### src/rtl/neuron_step_seq.sv
// neuron_step_seq: sequencer for one fixed-point perceptron neuron.
// Loads a bias, multiply-accumulates N_INPUTS (x, w) pairs into a saturating signed accumulator,
// applies a step activation (y = 1 iff sum > 0) and holds the result on a valid/ready output.
//
// Ports:
//   i_clk        clock, all state updates on the rising edge
//   i_rst_n      asynchronous active-low reset
//   i_start      begin an evaluation (sampled only in IDLE)
//   i_bias       signed initial accumulator value, sampled with i_start
//   i_in_valid   x/w pair present
//   o_in_ready   pair accepted this cycle (high only in ACCUM)
//   i_in_x       signed input activation
//   i_in_w       signed weight
//   o_out_valid  result available (high only in OUT)
//   i_out_ready  consumer accepts the result
//   o_out_y      step activation result
//   o_out_sum    signed final accumulator value
//   o_busy       high in every state except IDLE
module neuron_step_seq #(
  parameter int unsigned N_INPUTS = 4,
  parameter int unsigned DATA_W   = 5,
  parameter int unsigned ACC_W    = 10
) (
  input  logic                     i_clk,
  input  logic                     i_rst_n,
  input  logic                     i_start,
  input  logic signed [ACC_W-1:0]  i_bias,
  input  logic                     i_in_valid,
  output logic                     o_in_ready,
  input  logic signed [DATA_W-1:0] i_in_x,
  input  logic signed [DATA_W-1:0] i_in_w,
  output logic                     o_out_valid,
  input  logic                     i_out_ready,
  output logic                     o_out_y,
  output logic signed [ACC_W-1:0]  o_out_sum,
  output logic                     o_busy
);

  localparam int unsigned CNT_W = 8;

  localparam logic [1:0] ST_IDLE  = 2'd0;
  localparam logic [1:0] ST_ACCUM = 2'd1;
  localparam logic [1:0] ST_ACT   = 2'd2;
  localparam logic [1:0] ST_OUT   = 2'd3;

  localparam logic [CNT_W-1:0] LAST_BEAT = CNT_W'(N_INPUTS - 1);

  localparam logic signed [ACC_W-1:0] ACC_MAX = {1'b0, {(ACC_W-1){1'b1}}};
  localparam logic signed [ACC_W-1:0] ACC_MIN = {1'b1, {(ACC_W-1){1'b0}}};

  logic [1:0]              r_state;
  logic signed [ACC_W-1:0] r_acc;
  logic [CNT_W-1:0]        r_cnt;
  logic                    r_out_y;
  logic signed [ACC_W-1:0] r_out_sum;

  logic signed [ACC_W-1:0] w_x_ext;
  logic signed [ACC_W-1:0] w_w_ext;
  logic signed [ACC_W-1:0] w_prod;
  logic signed [ACC_W:0]   w_sum_wide;
  logic signed [ACC_W-1:0] w_sum_sat;
  logic                    w_beat;

  // Operands are sign-extended to ACC_W first; the full product always fits in 2*DATA_W bits.
  always_comb begin
    w_x_ext = ACC_W'(i_in_x);
    w_w_ext = ACC_W'(i_in_w);
    w_prod  = w_x_ext * w_w_ext;
    w_sum_wide = {r_acc[ACC_W-1], r_acc} + {w_prod[ACC_W-1], w_prod};
    // Overflow when the two top bits of the widened sum disagree; clamp toward the sign.
    if (w_sum_wide[ACC_W] != w_sum_wide[ACC_W-1]) begin
      w_sum_sat = w_sum_wide[ACC_W] ? ACC_MIN : ACC_MAX;
    end else begin
      w_sum_sat = w_sum_wide[ACC_W-1:0];
    end
  end

  assign w_beat = (r_state == ST_ACCUM) && i_in_valid;

  always_ff @(posedge i_clk or negedge i_rst_n) begin
    if (!i_rst_n) begin
      r_state   <= ST_IDLE;
      r_acc     <= '0;
      r_cnt     <= '0;
      r_out_y   <= 1'b0;
      r_out_sum <= '0;
    end else begin
      case (r_state)
        ST_IDLE: begin
          if (i_start) begin
            r_acc   <= i_bias;
            r_cnt   <= '0;
            r_state <= ST_ACCUM;
          end
        end
        ST_ACCUM: begin
          if (w_beat) begin
            r_acc <= w_sum_sat;
            r_cnt <= r_cnt + 1'b1;
            if (r_cnt == LAST_BEAT) begin
              r_state <= ST_ACT;
            end
          end
        end
        ST_ACT: begin
          r_out_sum <= r_acc;
          r_out_y   <= (r_acc[ACC_W-1] == 1'b0) && (r_acc != '0);
          r_state   <= ST_OUT;
        end
        ST_OUT: begin
          if (i_out_ready) begin
            r_state <= ST_IDLE;
          end
        end
        default: r_state <= ST_IDLE;
      endcase
    end
  end

  // Handshake outputs are decoded from state only, so no input reaches an output combinationally.
  assign o_in_ready  = (r_state == ST_ACCUM);
  assign o_out_valid = (r_state == ST_OUT);
  assign o_busy      = (r_state != ST_IDLE);
  assign o_out_y     = r_out_y;
  assign o_out_sum   = r_out_sum;

endmodule

### config.mk
export PLATFORM = sky130hd
export DESIGN_NAME = neuron_step_seq
export DESIGN_NICKNAME = d
export VERILOG_FILES = /design/src/rtl/neuron_step_seq.sv
export SDC_FILE = /design/constraint.sdc
export NUM_CORES = 1
export LEC_CHECK = 0
export CAP_MARGIN = 10
export CORE_AREA = 2 2 74 76
export CTS_BUF_LIST = sky130_fd_sc_hd__clkbuf_2
export DETAILED_ROUTE_END_ITERATION = 16
export DIE_AREA = 0 0 76 78
export GPL_TIMING_DRIVEN = 0
export PLACE_DENSITY = 0.82
export SYNTH_ARGS = -nofsm -noshare
export SYNTH_HDL_FRONTEND = slang
export SYNTH_SLANG_ARGS = --single-unit
### constraint.sdc
create_clock -name i_clk -period 4.4 [get_ports i_clk]
set_input_delay 0.44 -clock i_clk [delete_from_list [all_inputs] [get_ports i_clk]]
set_output_delay 0.44 -clock i_clk [all_outputs]
set_load 0.05 [all_outputs]
==> results of run 1 <==
area by class of cell:
class                   instances  area (um2)
multi-input cells             216        2110
fillers                       337        1380
flip-flops and latches         31         776
repair buffers                 47         463
inverters                      32         120
well taps                      70        87.6
plain buffers                   9        48.8
clock inverters                 3        38.8
clock buffers                   5        25.0
worst reg2reg max path: stages, from the launching register on:
cell      delay (ns)
dfrtp_1         0.42
inv_1           0.11
fa_1            0.55
inv_1           0.06
fa_1            0.52
fa_1            0.51
ha_1            0.31
ha_2            0.40
and3b_1         0.22
a211oi_4        0.31
o211ai_4        0.18
buf_4           0.19
a221oi_2        0.20
o21ai_1         0.09
kinds of logic (layout without fill, tap and decap cells):
family | after synthesis | after routing | synth area share
flip-flops | 31 | 31 | 0.266
buffers and inverters | 41 | 96 | 0.0557
AND/OR/NAND/NOR | 87 | 87 | 0.163
AO/OA/AOI/OAI | 49 | 50 | 0.120
multiplexers | 13 | 13 | 0.0501
XOR/XNOR | 11 | 11 | 0.0377
adder cells (fa/ha/maj) | 55 | 55 | 0.308
layer usage:
metal,up-vias,wire [um]
met3,18,443
met4,0,128
met2,105,3760
met5,-,0
li1,1113,-
met1,1210,2910
timing repair:
| action | CTS | global route |
|---|---|---|
| gates resized for setup | 27 | 23 |
| cloned | 2 | 0 |
| endpoints found under the setup margin | 10 | 10 |
| hold endpoints to repair | 0 | 0 |
| pin swaps | 5 | 14 |
| buffers inserted | 1 | 6 |
state kept, by name, summed over array words and instances (netlist names):
name and count:
r_state 2, o_out_sum 10, r_cnt 8, o_out_y 1, r_acc 10
path summary, 6_finish.rpt:
path / start / to / slack, ns / cells past startpoint
max in group asynchronous: i_rst_n / r_cnt[2]$_DFFE_PN0P_ / 3.49 / 2
max: i_in_x[3] / r_acc[8]$_DFFE_PN0P_ / 0.13 / 15
max reg2reg: r_acc[9]$_DFFE_PN0P_ / r_acc[6]$_DFFE_PN0P_ / 0.19 / 13
min reg2reg: o_out_sum[7]$_DFFE_PN0P_ / o_out_sum[7]$_DFFE_PN0P_ / 0.53 / 1
min: i_rst_n / r_acc[2]$_DFFE_PN0P_ / 0.38 / 1
min in group i_clk: o_out_sum[7]$_DFFE_PN0P_ / o_out_sum[7]$_DFFE_PN0P_ / 0.53 / 1
placed cells by master, fill, tap and decap left out, types with 3 or more instances in the layout:
cell type / Yosys / routed
nor2_1: 12 / 12
nor2b_1: 4 / 4
fa_1: 28 / 27
clkbuf_2: 0 / 9
ha_1: 27 / 26
o21ai_0: 15 / 13
or3_1: 8 / 8
nand3_1: 3 / 3
buf_4: 0 / 7
nand2_1: 12 / 11
xor2_1: 5 / 5
a221oi_2: 2 / 6
xnor2_1: 5 / 5
mux2_2: 13 / 13
nor3_1: 14 / 14
dfrtp_1: 31 / 31
and2_1: 17 / 15
nor3b_1: 3 / 3
clkdlybuf4s15_2: 0 / 3
a21oi_1: 9 / 7
clkdlybuf4s50_1: 0 / 28
clkbuf_1: 6 / 6
inv_1: 32 / 31
cell usage after synthesis (2+ instances only):
library cell and instances:
nor2_1 12, and2_1 17, nor3_1 14, o2111ai_1 2, a21oi_1 9, a221oi_1 4
nand4_1 2, xnor2_1 5, xor2_1 5, dfrtp_1 31, or3_1 8, inv_1 32
and3_1 2, a221oi_2 2, nand2_1 12, a31oi_1 2, clkbuf_1 6, o211ai_1 2
o21ai_1 2, mux2_2 13, o21ai_0 15, nor4_1 2, ha_1 27, nor3b_1 3
nor2b_1 4, nand3_1 3, nand2b_1 4, fa_1 28
stage by stage:
| step | utilization | worst slack (ns) | instance area (um2) | instances | setup TNS [ns] |
|---|---|---|---|---|---|
| 2_1_floorplan | - | 0.0178 | 2940 | 287 | 0 |
| 4_1_cts | 0.706 | 0.0126 | 3560 | 407 | 0 |
| 3_5_place_dp | 0.680 | -0.899 | 3430 | 396 | -8.43 |
| 3_3_place_gp | 0.675 | -0.799 | 3400 | 395 | -7.40 |
| 6_report | 0.727 | 0.128 | 3660 | 413 | 0 |
| 5_1_grt | 0.727 | -0.0253 | 3660 | 413 | -0.0253 |
==> flow_summary.ini, run 1 <==
[job]
cap_viol_max_count = 0

[floorplanning]
die_y_um = 78
die_w_um = 76
start_util = 0.579
core_area_um2 = 5040
fp-row-count = 26
dieArea_um2 = 5930
ios = 39

[cells_and_area]
post_route_cells_drive_above_1_share = 0.184
n_antenna_cell = 0
syn2layout_area_growth_pct = 25.5
nNetsFinal = 422

[worst_setup_path]
startpoint_type = primary input
cp-end-kind = flip-flop
cpMostUsedCell = fa_1
cp_cell_sequence = dlygate4sd2_1 -> and2_4 -> fa_1 -> inv_1 -> fa_1 -> inv_1 -> fa_1 -> fa_1 -> ha_1 -> a211oi_4 -> nor4_2 -> or3_1 -> buf_6 -> a221oi_2 -> nor3_1
slowest_delay_ns = 0.50
crit_required_ns = 4.71
worst-path-buf-inv = 4
worstSetupPathType = primary input to flip-flop
cpLargestDelayFamily = adder cells
arrival_ns = 4.58
crit_path_top_delay_cell = fa_1
critPathMaxFanout = 8

[yosys]
netlist-cell-type-count = 47
ys_seq_area_frac = 0.266
synth-async-reset-ratio = 1.00
synth_top_cells_by_area = dfrtp_1 27%, fa_1 19%, ha_1 12%
yosys_register_bits = 31
synthCells = 287
ys_warn_count = 0
syn_area_um2 = 2920
synthFlopType = dfrtp_1
synth_edf_count = 0
synth_top_area_frac = 0.266
synth_top_area_cell = dfrtp_1
synth_fp_nets = 367
synth_area_per_cell_um2 = 10.2

[hold_path]
hold_class = primary input to async pin

[global_route]
grt_pass1_vias = 2573
use_met2 = 0.438
top_usage_layer = met2
grt_overflow_total = 0
use_met3 = 0.0547
grt_pass1_wl_um = 12200
grt_usage = 0.259
antenna_found_initial = 0
use_met1 = 0.338
grt_max_degree = 22

[drt]
wl_um = 7240
drc = 0
antenna_left = 0
via_count = 2446
dr.pass1.iters = 6
viasPerCell = 5.92
wl_per_cell_um = 17.5
drt_first_iter_violations = 247

[clock_network]
cts_buffers = 5
cts_sinks = 31
cts_hold_buffers = 0
clkTransAtPathRegs_ns = 0.19
cts_buffer_depth = 2
cts_tree = done
clock_latency_ns = 0.40
cts_root_buf = clkbuf_2
htreeDepth = 2

[place]
dpl.hpwl_um = 5420
portBuffers = 38
place_congestion = 0.861

[sta]
period_minus_slack_ns = 4.27
drv_slew = 0
hold_viol = 0
tightest_slew_ns = 0.933
whs_ns = 0.376
clock.fmax_mhz = 234
setup_violations = 0
min_period_over_period = 0.971
relSlewSlack = 0.377
fin_skew_ns = 0.0277

[outcome]
status = finished clean
Power of run 1 is left out: the tool's default activity adds up to more than one toggle a clock period on the data nets, which glitch-free logic cannot reach.
==> run 2: changes to the inputs <==
SKIP_CTS_REPAIR_TIMING = 1   (was not set)
==> run 2 against run 1 <==
  * Cell area decreased by 1.1%
  * Wire length increased by 1.2%
  * Count of clock-buffer cells in the layout unchanged
  * Critical path depth unchanged
  * First-iteration DRC count decreased by 9.3%
  * Largest cell class unchanged
  * Highest routed layer unchanged
==> flow_summary.ini, run 2 (synthesis gave the netlist of run 1 again) <==
[cells_and_area]
final_cell_mix = 31 x inv_1, 31 x dfrtp_1, 28 x clkdlybuf4s50_1, 27 x fa_1, 26 x ha_1
n_fill_cell = 351
multi_input_area_um2 = 2060
nNetsFinal = 423
post_route_cells_drive_above_1_share = 0.172
stdcell_count = 414
seq_area_um2 = 776
syn2layout_area_growth_pct = 24.1
n_antenna_cell = 0
final_util = 0.719

[global_route]
grt_usage = 0.251
grt_pass1_wl_um = 11800
grt_overflow_total = 0
grt_pass1_vias = 2515
antenna_found_initial = 0
grt_max_degree = 22

[worst_setup_path]
r2r_slack_ns = 0.06
cp-end-kind = flip-flop
worstSetupPathType = primary input to flip-flop
crit_path_top_delay_cell = fa_1
slowest_delay_ns = 0.55
startpoint_type = primary input
cp_cell_sequence = dlymetal6s2s_1 -> nand2b_4 -> fa_1 -> fa_1 -> inv_1 -> fa_1 -> fa_1 -> inv_1 -> fa_2 -> nand2b_4 -> a2111o_1 -> o211ai_4 -> buf_4 -> a221oi_2 -> nor3_1
rr_endpoint = r_acc[1]$_DFFE_PN0P_
reg2reg_from = r_acc[3]$_DFFE_PN0P_
cpMostUsedCell = fa_1
critPathMaxFanout = 7
reg2regPathDepth = 13
arrival_ns = 4.66
crit_required_ns = 4.67

[place]
dpl.hpwl_um = 5420
place_congestion = 0.861
portBuffers = 38
placedCellCount = 396

[sta]
hold_viol = 0
relSlewSlack = 0.371
tns_ns = 0
fin_skew_ns = 0.0268
tightest_slew_ns = 0.941
clock.fmax_mhz = 228
setup_violations = 0
drv_slew = 0
period_minus_slack_ns = 4.39
min_period_over_period = 0.997

[floorplanning]
fp-row-count = 26
core_area_um2 = 5040
die_y_um = 78
start_util = 0.579
ios = 39
dieArea_um2 = 5930
die_w_um = 76

[clock_network]
clkTransAtPathRegs_ns = 0.19
cts_buffer_depth = 2
cts_tree = done
htreeDepth = 2
clock_latency_ns = 0.39
cts_buffers = 5
cts_sinks = 31
cts_root_buf = clkbuf_2

[drt]
dr.pass1.iters = 6
viasPerCell = 5.79
wl_um = 7330
via_count = 2397
drc = 0
wl_per_cell_um = 17.7
antenna_left = 0
drt_first_iter_violations = 224

[outcome]
status = finished clean

[hold_path]
hold_class = primary input to async pin

[job]
cap_viol_max_count = 0
-- run 2: how the worst max path moves through the flow --
stage / slack, ns / end / start / depth (start not counted)
finish: 0.01 / r_acc[1]$_DFFE_PN0P_ / i_in_x[0] / 15
global route: -0.08 / r_acc[1]$_DFFE_PN0P_ / i_in_x[0] / 14
CTS: -0.50 / r_acc[1]$_DFFE_PN0P_ / i_in_w[0] / 17
detailed placement: -0.90 / r_acc[1]$_DFFE_PN0P_ / i_in_w[0] / 17
global placement: -0.80 / r_acc[3]$_DFFE_PN0P_ / i_in_w[0] / 17
floorplan: 0.02 / r_acc[8]$_DFFE_PN0P_ / i_in_x[4] / 16
-- run 2: final cells by class --
cell class	count	area share
inverters	32	0.0331
clock buffers	5	0.00690
repair buffers	49	0.128
well taps	70	0.0242
multi-input cells	215	0.570
flip-flops and latches	31	0.214
plain buffers	9	0.0135
clock inverters	3	0.0107
-- run 2: layer usage --
metal | GRT usage | share of wire
met1 | 0.336 | 0.41
met3 | 0.0453 | 0.057
met2 | 0.425 | 0.51
met5 | 0 | 0
met4 | 0.0655 | 0.025
-- run 2: critical path: cells and delay by family --
| kind | cells | cell delay (ns) |
|---|---|---|
| AO/OA/AOI/OAI | 3 | 0.69 |
| adder cells (fa/ha/maj) | 5 | 2.40 |
| buffers and inverters | 4 | 0.47 |
| AND/OR/NAND/NOR | 3 | 0.65 |
-- run 2: metrics by stage --
stage | worst slack, ns | hold WS [ns] | cell area [um2]
after global routing | -0.0840 | 0.416 | 3620
after detailed placement | -0.899 | 0.499 | 3430
after floorplan | 0.0178 | 0.144 | 2940
after CTS | -0.500 | 0.415 | 3490
final | 0.0129 | 0.388 | 3620
after global placement | -0.799 | 0.490 | 3400
Power of run 2 is left out for the same reason.
